**src/rtl/memory_stage_lsu.sv**
```systemverilog
// MEM-stage load/store unit: turns an EX/MEM load/store into a req/ack data-memory
// transaction, aligns/extends load data for MEM/WB and stalls the pipe while busy.
module memory_stage_lsu #(
  parameter int unsigned TIMEOUT_CYCLES = 255
) (
  input  logic        i_clk,
  input  logic        i_reset,
  input  logic        i_vld,
  input  logic        i_mem_rden,
  input  logic        i_mem_wren,
  input  logic [2:0]  i_funct3,
  input  logic [31:0] i_addr,
  input  logic [31:0] i_st_data,
  output logic        o_dmem_req,
  output logic        o_dmem_we,
  output logic [31:0] o_dmem_addr,
  output logic [3:0]  o_dmem_bmask,
  output logic [31:0] o_dmem_wdata,
  input  logic        i_dmem_ack,
  input  logic [31:0] i_dmem_rdata,
  output logic [31:0] o_ld_data,
  output logic        o_ld_vld,
  output logic        o_stall,
  output logic        o_misaligned,
  output logic        o_timeout
);

  typedef enum logic [1:0] {ST_IDLE, ST_REQ, ST_RESP} state_t;

  localparam logic [7:0] CNT_LAST = 8'(TIMEOUT_CYCLES - 1);

  state_t      state_q, state_d;
  logic [7:0]  cnt_q, cnt_d;
  logic [31:0] addr_q, addr_d;
  logic        we_q, we_d;
  logic [3:0]  bmask_q, bmask_d;
  logic [31:0] wdata_q, wdata_d;
  logic [2:0]  funct3_q, funct3_d;
  logic [1:0]  off_q, off_d;
  logic [31:0] ld_data_q, ld_data_d;
  logic        misaligned_q, misaligned_d;
  logic        timeout_q, timeout_d;

  logic        start;
  logic        misalign;
  logic [1:0]  size;
  logic [3:0]  req_bmask;
  logic [31:0] req_wdata;
  logic [7:0]  rd_byte;
  logic [15:0] rd_half;
  logic [31:0] rd_ext;

  // funct3[1:0]: 00 byte, 01 half, anything else behaves as a word
  assign size     = i_funct3[1:0];
  assign start    = (state_q == ST_IDLE) && i_vld && (i_mem_rden || i_mem_wren);
  assign misalign = ((size == 2'b01) && i_addr[0]) || (size[1] && (i_addr[1:0] != 2'b00));

  always_comb begin
    req_bmask = 4'b1111;
    req_wdata = i_st_data;
    case (size)
      2'b00: begin
        req_bmask = 4'b0001 << i_addr[1:0];
        req_wdata = {4{i_st_data[7:0]}};
      end
      2'b01: begin
        req_bmask = i_addr[1] ? 4'b1100 : 4'b0011;
        req_wdata = {2{i_st_data[15:0]}};
      end
      default: ;
    endcase
  end

  assign rd_byte = i_dmem_rdata[{off_q, 3'b000} +: 8];
  assign rd_half = i_dmem_rdata[{off_q[1], 4'b0000} +: 16];

  always_comb begin
    case (funct3_q)
      3'b000:  rd_ext = {{24{rd_byte[7]}}, rd_byte};
      3'b100:  rd_ext = {24'd0, rd_byte};
      3'b001:  rd_ext = {{16{rd_half[15]}}, rd_half};
      3'b101:  rd_ext = {16'd0, rd_half};
      default: rd_ext = i_dmem_rdata;
    endcase
  end

  always_comb begin
    state_d      = state_q;
    cnt_d        = cnt_q;
    addr_d       = addr_q;
    we_d         = we_q;
    bmask_d      = bmask_q;
    wdata_d      = wdata_q;
    funct3_d     = funct3_q;
    off_d        = off_q;
    ld_data_d    = ld_data_q;
    misaligned_d = 1'b0;
    timeout_d    = 1'b0;
    case (state_q)
      ST_IDLE: begin
        if (start) begin
          if (misalign) begin
            misaligned_d = 1'b1;
          end else begin
            state_d  = ST_REQ;
            cnt_d    = 8'd0;
            addr_d   = {i_addr[31:2], 2'b00};
            we_d     = i_mem_wren;
            bmask_d  = req_bmask;
            wdata_d  = req_wdata;
            funct3_d = i_funct3;
            off_d    = i_addr[1:0];
          end
        end
      end
      ST_REQ: begin
        if (i_dmem_ack) begin
          state_d = ST_RESP;
          if (!we_q) ld_data_d = rd_ext;
        end else if (cnt_q == CNT_LAST) begin
          state_d   = ST_IDLE;
          timeout_d = 1'b1;
        end else begin
          cnt_d = cnt_q + 8'd1;
        end
      end
      ST_RESP: state_d = ST_IDLE;
      default: state_d = ST_IDLE;
    endcase
  end

  always_ff @(posedge i_clk) begin
    if (i_reset) begin
      state_q      <= ST_IDLE;
      cnt_q        <= 8'd0;
      addr_q       <= 32'd0;
      we_q         <= 1'b0;
      bmask_q      <= 4'd0;
      wdata_q      <= 32'd0;
      funct3_q     <= 3'd0;
      off_q        <= 2'd0;
      ld_data_q    <= 32'd0;
      misaligned_q <= 1'b0;
      timeout_q    <= 1'b0;
    end else begin
      state_q      <= state_d;
      cnt_q        <= cnt_d;
      addr_q       <= addr_d;
      we_q         <= we_d;
      bmask_q      <= bmask_d;
      wdata_q      <= wdata_d;
      funct3_q     <= funct3_d;
      off_q        <= off_d;
      ld_data_q    <= ld_data_d;
      misaligned_q <= misaligned_d;
      timeout_q    <= timeout_d;
    end
  end

  assign o_dmem_req   = (state_q == ST_REQ);
  assign o_dmem_we    = we_q;
  assign o_dmem_addr  = addr_q;
  assign o_dmem_bmask = bmask_q;
  assign o_dmem_wdata = wdata_q;
  assign o_ld_data    = ld_data_q;
  assign o_ld_vld     = (state_q == ST_RESP) && !we_q;
  // Released in RESP so the MEM/WB register captures the load result
  assign o_stall      = (start && !misalign) || (state_q == ST_REQ);
  assign o_misaligned = misaligned_q;
  assign o_timeout    = timeout_q;

endmodule

```
**config.mk**
```make
export PLATFORM = sky130hd
export DESIGN_NAME = memory_stage_lsu
export DESIGN_NICKNAME = d
export VERILOG_FILES = /design/src/rtl/memory_stage_lsu.sv
export SDC_FILE = /design/constraint.sdc
export NUM_CORES = 1
export LEC_CHECK = 0
export CAP_MARGIN = 20
export CORE_UTILIZATION = 36
export CTS_CLUSTER_DIAMETER = 40
export CTS_CLUSTER_SIZE = 25
export DETAILED_ROUTE_END_ITERATION = 16
export GPL_TIMING_DRIVEN = 0
export PLACE_DENSITY = 0.69
export REMOVE_ABC_BUFFERS = 1
export SYNTH_ARGS = -nofsm -noshare
export SYNTH_HDL_FRONTEND = slang
export SYNTH_SLANG_ARGS = --single-unit
```
**constraint.sdc**
```tcl
create_clock -name i_clk -period 5.1 [get_ports i_clk]
set_clock_uncertainty 0.15 [all_clocks]
set_input_delay 1.02 -clock i_clk [delete_from_list [all_inputs] [get_ports i_clk]]
set_output_delay 1.02 -clock i_clk [all_outputs]
set_load 0.05 [all_outputs]
```
* Word level (Yosys, flattened, before mapping)
Index checks and enable logic that the tools add are counted.
** Storage, ports and cells
- Output and inout bits :: 106
- Word-level logic and storage cells :: 70
- Bits in registers :: 116
** Cells by class
- Bitwise operators :: 5
- Shifts and indexed selects :: 3
- Add/subtract/negate cells :: 1
- Equal/unequal tests :: 12
- Reduce and logical (&&, ||, !) cells :: 22
- Multiplexer cells :: 16
** Operators with widths (count)
- 32-bit one-hot mux with 4 select lines :: 1
- 32-bit one-hot mux with 2 select lines :: 1
- 8-bit two-way mux :: 4
- 32-bit by 6-bit variable part select with 16-bit output :: 1
- 32-bit by 6-bit variable part select with 8-bit output :: 1
- 8-bit one-hot mux with 2 select lines :: 1
- 3-bit AND reduction :: 3
- 8-bit by 1-bit adder with 8-bit output (second input constant) :: 1
- 8-bit equality test (second input constant) :: 1
- 2-bit two-way mux :: 4
- 2-bit inequality test (second input constant) :: 4
- 4-bit one-hot mux with 2 select lines :: 1
- 3-bit equality test (second input constant) :: 2
- 1-bit logical AND :: 6
- 3-bit OR reduction :: 2
- 1-bit inverter :: 5
- 5-bit AND reduction :: 1
- 2-bit by 1-bit equality test with 1-bit output (second input constant) :: 2
- 2-bit logical NOT :: 2
- 4-bit two-way mux :: 1
- 2-bit one-hot mux with 2 select lines :: 1
- 2-bit nonzero test :: 2
- 1-bit by 2-bit << shifter with 4-bit output (first input constant) :: 1
- 3-bit by 1-bit equality test with 1-bit output (second input constant) :: 1
- 6 further kinds :: 10

* Depth between registers and ports, before layout
Gate-level depths: netlist of the first run.
- Depth after elaboration :: 6
- Depth in mapped cells :: 8

* Least setup slack after synthesis of the first run
No wires, ideal clock.
- Kind :: input to output
- Start point :: input i_funct3[0]
- End point :: output o_stall
- Stages :: 6
- Arrival time :: 2.197 ns
- Path buffers :: 2
- Setup slack :: 1.733 ns
- Required time :: 3.930 ns
- Cells stage by stage :: nor2_4 > or2_1 > buf_2 > nand2_1 > clkbuf_1 > nand2_1
** On the way
- Word-level cells in the longest chain between the ends :: 6
** Ends and longest elaborated chain
- start: declaration :: line 11 : input logic [2:0] i_funct3,
- 2-bit by 1-bit equality test with 1-bit output :: line 56 : assign misalign = ((size == 2'b01) && i_addr[0]) || (size[1] && (i_addr[1:0] != 2'b00));
- 1-bit logical AND :: line 56
- 1-bit logical OR :: line 56
- 1-bit logical NOT :: line 168 : assign o_stall = (start && !misalign) || (state_q == ST_REQ);
- 1-bit logical AND :: line 168
- 1-bit logical OR :: line 168
- end: declaration :: line 23 : output logic o_stall,
Every way passes these cells.

* Worst setup path after layout of the first run
- Start point :: input i_funct3[1]
- End point :: output o_stall
** On the way
- Word-level cells in the longest chain between the ends :: 6
- Elaborated cells on any way between the ends :: 7
- Those cells by class :: 1 x eq/ne; 6 x reduce/logical
** Ends and longest elaborated chain (line)
- 2-bit by 1-bit equality test with 1-bit output :: 56
- 1-bit logical AND :: 56
- 1-bit logical OR (*) :: 56
- 1-bit logical NOT (*) :: 168
- 1-bit logical AND (*) :: 168
- 1-bit logical OR (*) :: 168
Every way passes the cells marked *; elsewhere a longest branch is shown, timed or not.

==> results.sh, run 1 <==
export IMPL_async_flop_share=0
export IMPL_antenna_found_initial=0
export IMPL_drtIter0Drc=199
export IMPL_cts_tree="yes"
export IMPL_grt_max_degree=93
export IMPL_min_period_ns=4.77
export IMPL_insertion_delay_ns=0.41
export IMPL_synth_compound_area_share=0.223
export IMPL_gp_congestion=0.771
export IMPL_cts_buffers=17
export IMPL_muxShareOfSynthArea=0.0539
export IMPL_wirelength_um=15500
export IMPL_clkSinkCount=116
export IMPL_area_growth_synth_to_final_pct=56.3
export IMPL_start_util=0.374
export IMPL_cap_viol_max_count=0
export IMPL_synth_adder_area_share=0.00499
export IMPL_ys_types=43
export IMPL_htreeDepth=4
export IMPL_yosysWarnings=0
export IMPL_met3_usage=0.0727
export IMPL_grt_usage=0.219
export IMPL_worstMarginPinSlew_ns=0.922
export IMPL_syn_cell_area_um2=5010
export IMPL_synth_seq_cells=116
export IMPL_ant_nets=0
export IMPL_die_w_um=120
export IMPL_nets=910
export IMPL_crit_fanout=26
export IMPL_hold_buffers=0
export IMPL_die_area_um2=14400
export IMPL_boundaryPins=211
export IMPL_worstSetupPathType="in2out"
export IMPL_finalCritPeriodShare=0.936
export IMPL_grt_pass1_vias=5069
export IMPL_grt_setup_unrepaired="false"
export IMPL_gr_total_overflow=0
export IMPL_placedInstanceArea_um2=7200
export IMPL_die_h_um=120
export IMPL_grt_util_met2=0.370
export IMPL_vias=5112
export IMPL_hold_violations=0
export IMPL_final_layout_size_suffix_gt1_frac=0.0711
export IMPL_max_freq_mhz=210
export IMPL_cp_required_ns=3.93
export IMPL_crit_path_end_kind="output port"
export IMPL_synth_edf_count=0
export IMPL_place_hpwl_um=10700
export IMPL_synthCells=618
export IMPL_antennaDiodeCount=0
export IMPL_fin_setup_tns_ns=0
export IMPL_synth_top_family_by_area="compound AO/OA/AOI/OAI gates"
export IMPL_wire_per_inst_um=15.6
export IMPL_cts_setup_buffers=0
export IMPL_synth_simple_gate_area_frac=0.204
export IMPL_portBuffers=208
export IMPL_power_density_nw_per_um2=347
export IMPL_drv_slew=0
export IMPL_clk_pin_slew_ns=0.05
export IMPL_outcome="finished, final reports clean"
export IMPL_hold_path_class="reg2reg"
export IMPL_finalSetupViolations=0
export IMPL_root_buffer="clkbuf_16"
export IMPL_crit_path_start_kind="input port"
export IMPL_synth_area_leader_cell="dfxtp_1"
export IMPL_relSlewSlack=0.385
export IMPL_holdWs_ns=0.302
export IMPL_avgViaCountPerCell=5.15
export IMPL_cp_arrival_ns=3.60
export IMPL_synth_xor_area_frac=0
export IMPL_drc_errors=0
export IMPL_grt_busiest_layer="met2"
export IMPL_use_met1=0.255
export IMPL_vdd_drop_max_mv=0.228
export IMPL_synth_area_leaders="dfxtp_1 (46%), nand2_1 (11%), a21oi_1 (8.3%), o21ai_0 (4.0%), mux2i_1 (3.6%)"
export IMPL_stdcell_area_um2=7840
export IMPL_grt_pass1_wl_um=25000
export IMPL_clock_path_buffers=2
export IMPL_seq_area_frac_synth=0.463
export IMPL_yosysTopAreaCellShare=0.463
export IMPL_p_leak_uw=0.00277
export IMPL_rows=42
export IMPL_core_um2=13400
export IMPL_drt_pass1_iterations=4
export IMPL_syn_area_per_cell_um2=8.11
export IMPL_synth_flop_cell="dfxtp_1"
report_power, final:
group / internal [uW] / total [uW] / leakage (uW) / switching [uW]
clock network: 814 / 1210 / 0.000305 / 401
registers: 953 / 983 / 0.000944 / 30.0
logic: 207 / 518 / 0.00152 / 311
per-layer routing:
layer	up-vias	part of all wire
li1	2508	-
met2	187	0.49
met1	2398	0.41
met5	-	0
met3	19	0.086
met4	0	0.013
per-stage QoR:
step	utilization	power [uW]	cells	setup slack, ns
floorplan	-	1280	569	1.16
global placement	0.529	1510	953	-1.25
detailed placement	0.537	1520	959	-0.393
CTS	0.583	2750	991	0.0184
global route	0.585	2830	992	0.161
finish	0.585	2720	992	0.327
cells in the mapped netlist (2+ instances only):
| cell | instances |
|---|---|
| a21boi_1 | 5 |
| or3_1 | 5 |
| mux2i_1 | 18 |
| buf_4 | 4 |
| nand2_1 | 149 |
| nand2b_1 | 3 |
| o21bai_1 | 6 |
| nand3_1 | 6 |
| dfxtp_1 | 116 |
| o211ai_1 | 15 |
| mux2_2 | 8 |
| buf_2 | 15 |
| a21oi_2 | 2 |
| o21ai_0 | 40 |
| inv_1 | 5 |
| a21oi_1 | 83 |
| nor2_1 | 39 |
| a211oi_1 | 18 |
| ha_1 | 2 |
| nand3b_1 | 8 |
| clkbuf_1 | 29 |
| nor3b_1 | 9 |
| a311oi_1 | 11 |
| and3_1 | 3 |
layout make-up:
type,count,area (um^2)
inverters,6,22.5
well taps,176,220
clock buffers,22,484
flip-flops and latches,116,2320
multi-input cells,447,2450
repair buffers,215,2210
clock inverters,10,128
fillers,1200,5570
sequential cells by signal, summed over array words and instances, names as in the netlist:
| signal | cells |
|---|---|
| cnt_q | 8 |
| funct3_q | 3 |
| o_dmem_addr | 30 |
| o_dmem_bmask | 4 |
| o_dmem_wdata | 32 |
| o_dmem_we | 1 |
| o_ld_data | 32 |
| o_misaligned | 1 |
| o_timeout | 1 |
| off_q | 2 |
| state_q | 2 |
critical path: stages:
cell and delay (ns):
dlygate4sd2_1 0.38, buf_16 0.23, nor2_4 0.25, or2_1 0.28, nand2_2 0.38, nand2_1 0.21
clkdlybuf4s50_1 0.84
cells in the final DEF (no fill, tap or decap), types with 8 or more instances in the layout:
cell	netlist	final
clkdlybuf4s50_1	0	205
nand2_1	149	148
dfxtp_1	116	116
a21oi_1	83	83
o21ai_0	40	40
nor2_1	39	39
mux2i_1	18	18
a211oi_1	18	18
clkbuf_16	0	17
o211ai_1	15	15
a311oi_1	11	11
nor3b_1	9	8
mux2_2	8	8
nand3b_1	8	8
cells by family (layout without fill, tap and decap cells):
family / Yosys count / after routing
AND/OR/NAND/NOR: 232 / 232
AO/OA/AOI/OAI: 185 / 185
flip-flops: 116 / 116
buffers and inverters: 56 / 253
multiplexers: 26 / 26
adder cells (fa/ha/maj): 2 / 2
other: 1 / 2
timing repair:
action,4_1_cts,5_1_grt
hold endpoints to repair,0,0
resized for setup,2,2
pin swaps,0,0
endpoints found under the setup margin,1,1
worst paths after layout:
check | from | end | slack (ns) | depth (start not counted)
hold reg to reg | o_dmem_addr[12] | o_dmem_addr[12] | 0.30 | 2
setup / recovery | i_funct3[1] | o_stall | 0.33 | 7
setup reg to reg | off_q[1] | o_ld_data[30] | 2.60 | 6
hold / removal | o_dmem_addr[12] | o_dmem_addr[12] | 0.30 | 2
(Power assumes the default switching activity.)
==> inputs of run 2 (changes only) <==
- CORE_UTILIZATION: 36 -> 45
- PLACE_DENSITY: 0.69 -> 0.84
==> run 2 against run 1 <==
Effect of this change: final area decreased by 2.3%; utilization increased by 12 points; via count is 1.1% higher; non-clock buffer count decreased by 1; routed wire length shrank 0.79%; hold slack is essentially flat; flip-flop and latch count unchanged; global-route usage increased by 4.7 points; worst setup slack lost 0.082 ns; power down 7.1%; largest power group unchanged.
==> results.sh, run 2 (synthesis gave the netlist of run 1 again) <==
export IMPL_fin_ws_ns=0.246
export IMPL_placedInstanceArea_um2=7140
export IMPL_gp_congestion=0.833
export IMPL_dpl_cell_count=922
export IMPL_hold_violations=0
export IMPL_start_util=0.462
export IMPL_holdWs_ns=0.301
export IMPL_nets=909
export IMPL_hold_path_class="reg2reg"
export IMPL_grt_setup_unrepaired="false"
export IMPL_met3_usage=0.0817
export IMPL_core_um2=10800
export IMPL_power_density_nw_per_um2=329
export IMPL_boundaryPins=211
export IMPL_cts_setup_buffers=0
export IMPL_grt_pass1_wl_um=23900
export IMPL_htreeDepth=4
export IMPL_clkSinkCount=116
export IMPL_hold_buffers=0
export IMPL_max_freq_mhz=206
export IMPL_worstMarginPinSlew_ns=0.924
export IMPL_finalCritPeriodShare=0.952
export IMPL_dp_worst_setup_slack_ns=-0.423
export IMPL_root_buffer="clkbuf_8"
export IMPL_final_layout_size_suffix_gt1_frac=0.0665
export IMPL_final_cells=952
export IMPL_finalSetupViolations=0
export IMPL_area_growth_synth_to_final_pct=52.8
export IMPL_portBuffers=208
export IMPL_stdcell_area_um2=7660
export IMPL_use_met1=0.301
export IMPL_drt_pass1_iterations=8
export IMPL_cts_tree="yes"
export IMPL_grt_util_met2=0.460
export IMPL_insertion_delay_ns=0.50
export IMPL_min_period_ns=4.85
export IMPL_layout_common_cells="clkdlybuf4s50_1 (205), nand2_1 (148), dfxtp_1 (116)"
export IMPL_crit_path_start_kind="input port"
export IMPL_drc_errors=0
export IMPL_die_h_um=108
export IMPL_relSlewSlack=0.384
export IMPL_worstSetupPathType="in2out"
export IMPL_cts_buffers=17
export IMPL_wirelength_um=15400
export IMPL_clock_path_buffers=2
export IMPL_rows=38
export IMPL_crit_fanout=27
export IMPL_nFillCells=818
export IMPL_grt_usage=0.266
export IMPL_place_hpwl_um=10400
export IMPL_drv_slew=0
export IMPL_avgViaCountPerCell=5.43
export IMPL_grt_max_degree=93
export IMPL_antennaDiodeCount=0
export IMPL_crit_path_end_kind="output port"
export IMPL_outcome="finished, final reports clean"
export IMPL_die_w_um=108
export IMPL_antenna_found_initial=0
export IMPL_wire_per_inst_um=16.2
export IMPL_vdd_drop_max_mv=0.176
export IMPL_die_area_um2=11600
export IMPL_ant_nets=0
export IMPL_clk_pin_slew_ns=0.06
export IMPL_cp_arrival_ns=3.68
export IMPL_drtIter0Drc=337
export IMPL_gr_total_overflow=0
export IMPL_grt_busiest_layer="met2"
export IMPL_final_common_cell="clkdlybuf4s50_1"
export IMPL_vias=5167
export IMPL_grt_pass1_vias=4926
export IMPL_cp_required_ns=3.93
export IMPL_cap_viol_max_count=0
export IMPL_p_leak_uw=0.00271
[run 2: cell types whose count changed in the layout (fill, tap and decap cells not counted), sizes merged]
| cell | previous run | this run |
|---|---|---|
| buf | 8 | 7 |
| bufinv | 3 | 0 |
| clkbuf | 23 | 24 |
| clkdlybuf4s15 | 0 | 1 |
| clkinvlp | 1 | 0 |
| dlygate4sd2 | 1 | 0 |
[run 2: worst paths after layout]
kind / end / startpoint / cells after the start / slack, ns
worst min-delay path: o_ld_data[6] / o_ld_data[6] / 2 / 0.30
worst max register to register: o_ld_data[21] / off_q[1] / 6 / 2.50
worst max-delay path: o_stall / i_funct3[1] / 7 / 0.25
worst min register to register: o_ld_data[6] / o_ld_data[6] / 2 / 0.30
[run 2: power by group]
part           leakage [uW]  switching, uW  total [uW]  internal, uW
clock              0.000259            389        1020           633
sequential         0.000944           30.4         984           953
combinational       0.00151            312         517           205
total               0.00271            732        2520          1790
[run 2: worst max-delay path, stage by stage]
cell and delay, ns:
clkdlybuf4s15_2 0.46, nor2_4 0.35, or2_1 0.27, nand2_2 0.37, buf_16 0.31, nand2_1 0.08
clkdlybuf4s50_1 0.81
[run 2: layout make-up]
cell class	instances	area (um^2)	share of cell area
flip-flops and latches	116	2320	0.303
repair buffers	214	2180	0.285
clock buffers	23	477	0.0622
inverters	6	22.5	0.00294
multi-input cells	447	2450	0.320
well taps	140	175	0.0229
clock inverters	6	30.0	0.00392
[run 2: stage by stage]
| stage | util | TNS, ns | total power [uW] |
|---|---|---|---|
| finish | 0.706 | 0 | 2520 |
| global route | 0.706 | 0 | 2620 |
| CTS | 0.706 | 0 | 2530 |
| detailed placement | 0.659 | -0.423 | 1520 |
| global placement | 0.650 | -56.20 | 1500 |
| floorplan | - | 0 | 1280 |
[run 2: routing by layer]
layer	wire, um	part of all wire
met1	6260	0.41
met5	0	0
met3	1180	0.077
met2	7640	0.50
met4	318	0.021
[run 2: timing repair]
item,in CTS,in global routing
gates resized for setup,4,2
endpoints found under the hold margin,0,0
setup endpoints to repair,1,1
==> inputs of run 3 (changes only) <==
- SETUP_SLACK_MARGIN: default -> 0.2
==> run 3 against run 2 <==
Effect of this change: combinational power about the same; final cell count unchanged; final area increased by 0.15%; first-iteration DRC count increased by 8.3%; fmax increased by 3.0%; hold slack got worse by 0.0011 ns; utilization increased by 0.10 points; critical path depth unchanged; sequential power about the same; largest cell class unchanged; routed wire length decreased by 0.31%.
==> results.sh, run 3 (synthesis gave the netlist of run 1 again) <==
export IMPL_outcome="finished, final reports clean"
export IMPL_root_buffer="clkbuf_8"
export IMPL_gp_congestion=0.833
export IMPL_layout_common_cells="clkdlybuf4s50_1 (205), nand2_1 (148), dfxtp_1 (116)"
export IMPL_insertion_delay_ns=0.51
export IMPL_drt_pass1_iterations=6
export IMPL_boundaryPins=211
export IMPL_die_area_um2=11600
export IMPL_path_cells="clkdlybuf4s15_2 -> nor2_4 -> or2_1 -> nand2_4 -> buf_16 -> nand2_1 -> clkdlybuf4s50_1"
export IMPL_rows=38
export IMPL_fin_setup_tns_ns=0
export IMPL_worstMarginPinSlew_ns=0.902
export IMPL_vdd_drop_max_mv=0.176
export IMPL_portBuffers=208
export IMPL_area_growth_synth_to_final_pct=53.0
export IMPL_start_util=0.462
export IMPL_vias=5175
export IMPL_grt_setup_unrepaired="false"
export IMPL_final_common_cell="clkdlybuf4s50_1"
export IMPL_placedInstanceArea_um2=7140
export IMPL_clock_path_buffers=2
export IMPL_nets=909
export IMPL_antenna_found_initial=0
export IMPL_crit_buf_inv=3
export IMPL_stdcell_area_um2=7670
export IMPL_drv_slew=0
export IMPL_htreeDepth=4
export IMPL_fin_util=0.708
export IMPL_regArea_um2=2320
export IMPL_max_stage_delay_ns=0.81
export IMPL_antennaDiodeCount=0
export IMPL_cap_viol_max_count=0
export IMPL_drc_errors=0
export IMPL_holdWs_ns=0.300
export IMPL_grt_max_degree=93
export IMPL_max_freq_mhz=212
export IMPL_crit_path_end_kind="output port"
export IMPL_die_w_um=108
export IMPL_path_delay_family="buffers and inverters"
export IMPL_grt_pass1_wl_um=23900
export IMPL_crit_path_start_kind="input port"
export IMPL_gr_total_overflow=0
export IMPL_finalSetupViolations=0
export IMPL_cp_required_ns=3.93
export IMPL_avgViaCountPerCell=5.44
export IMPL_nFillCells=819
export IMPL_hold_path_class="reg2reg"
export IMPL_p_leak_uw=0.00272
export IMPL_hold_violations=0
export IMPL_place_hpwl_um=10400
export IMPL_grt_pass1_vias=4926
export IMPL_crit_slowest_cell="clkdlybuf4s50_1"
export IMPL_finalPower_uw=2520
export IMPL_grt_usage=0.266
export IMPL_hold_buffers=0
export IMPL_cp_arrival_ns=3.54
export IMPL_clkSinkCount=116
export IMPL_cts_tree="yes"
export IMPL_final_layout_size_suffix_gt1_frac=0.0665
export IMPL_cts_buffers=17
export IMPL_worstSetupPathType="in2out"
export IMPL_crit_fanout=27
export IMPL_wirelength_um=15300
export IMPL_ant_nets=0
export IMPL_wire_per_inst_um=16.1
export IMPL_multiInputGateArea_um2=2460
export IMPL_min_period_ns=4.71
export IMPL_drtIter0Drc=365
export IMPL_core_um2=10800
export IMPL_die_h_um=108
export IMPL_relSlewSlack=0.398
export IMPL_finalCritPeriodShare=0.924
export IMPL_power_density_nw_per_um2=329
export IMPL_clk_pin_slew_ns=0.06
-- run 3: final timing paths --
kind,slack (ns),start,endpoint,depth (start not counted)
min reg2reg,0.30,o_ld_data[6],o_ld_data[6],2
max reg2reg,2.51,off_q[1],o_ld_data[21],6
min,0.30,o_ld_data[6],o_ld_data[6],2
max,0.39,i_funct3[1],o_stall,7
-- run 3: area by class of cell --
type                       instances  share of cell area
clock buffer                      23              0.0622
multi-input combinational        447               0.320
sequential                       116               0.303
inverter                           6             0.00294
tap                              140              0.0228
timing repair buffer             214               0.285
clock inverter                     6             0.00392
-- run 3: tightest hold or removal path, stage by stage (launching register included) --
cell and delay, ns:
dfxtp_1 0.30, nand2_1 0.05, a21oi_1 0.05
-- run 3: power breakdown --
group          total, uW  switching, uW  internal, uW
logic                517            311           206
clock network       1020            390           633
registers            984           30.5           953
total               2520            732          1790
-- run 3: through the flow --
step,cells,setup slack [ns]
floorplan,569,1.16
global placement,917,-1.11
detailed placement,922,-0.423
CTS,951,0.227
global route,952,0.247
finish,952,0.387
-- run 3: repair_timing --
| action | in CTS | in global routing |
|---|---|---|
| gates resized for setup | 6 | 1 |
| setup endpoints to repair | 1 | 1 |
| setup buffers | 0 | 0 |
-- run 3: per-layer routing --
metal	vias up	track usage	wire (um)
met5	-	0	0
met4	0	0.113	344
met3	34	0.0817	1210
met2	222	0.460	7610
met1	2408	0.301	6170
li1	2511	-	-
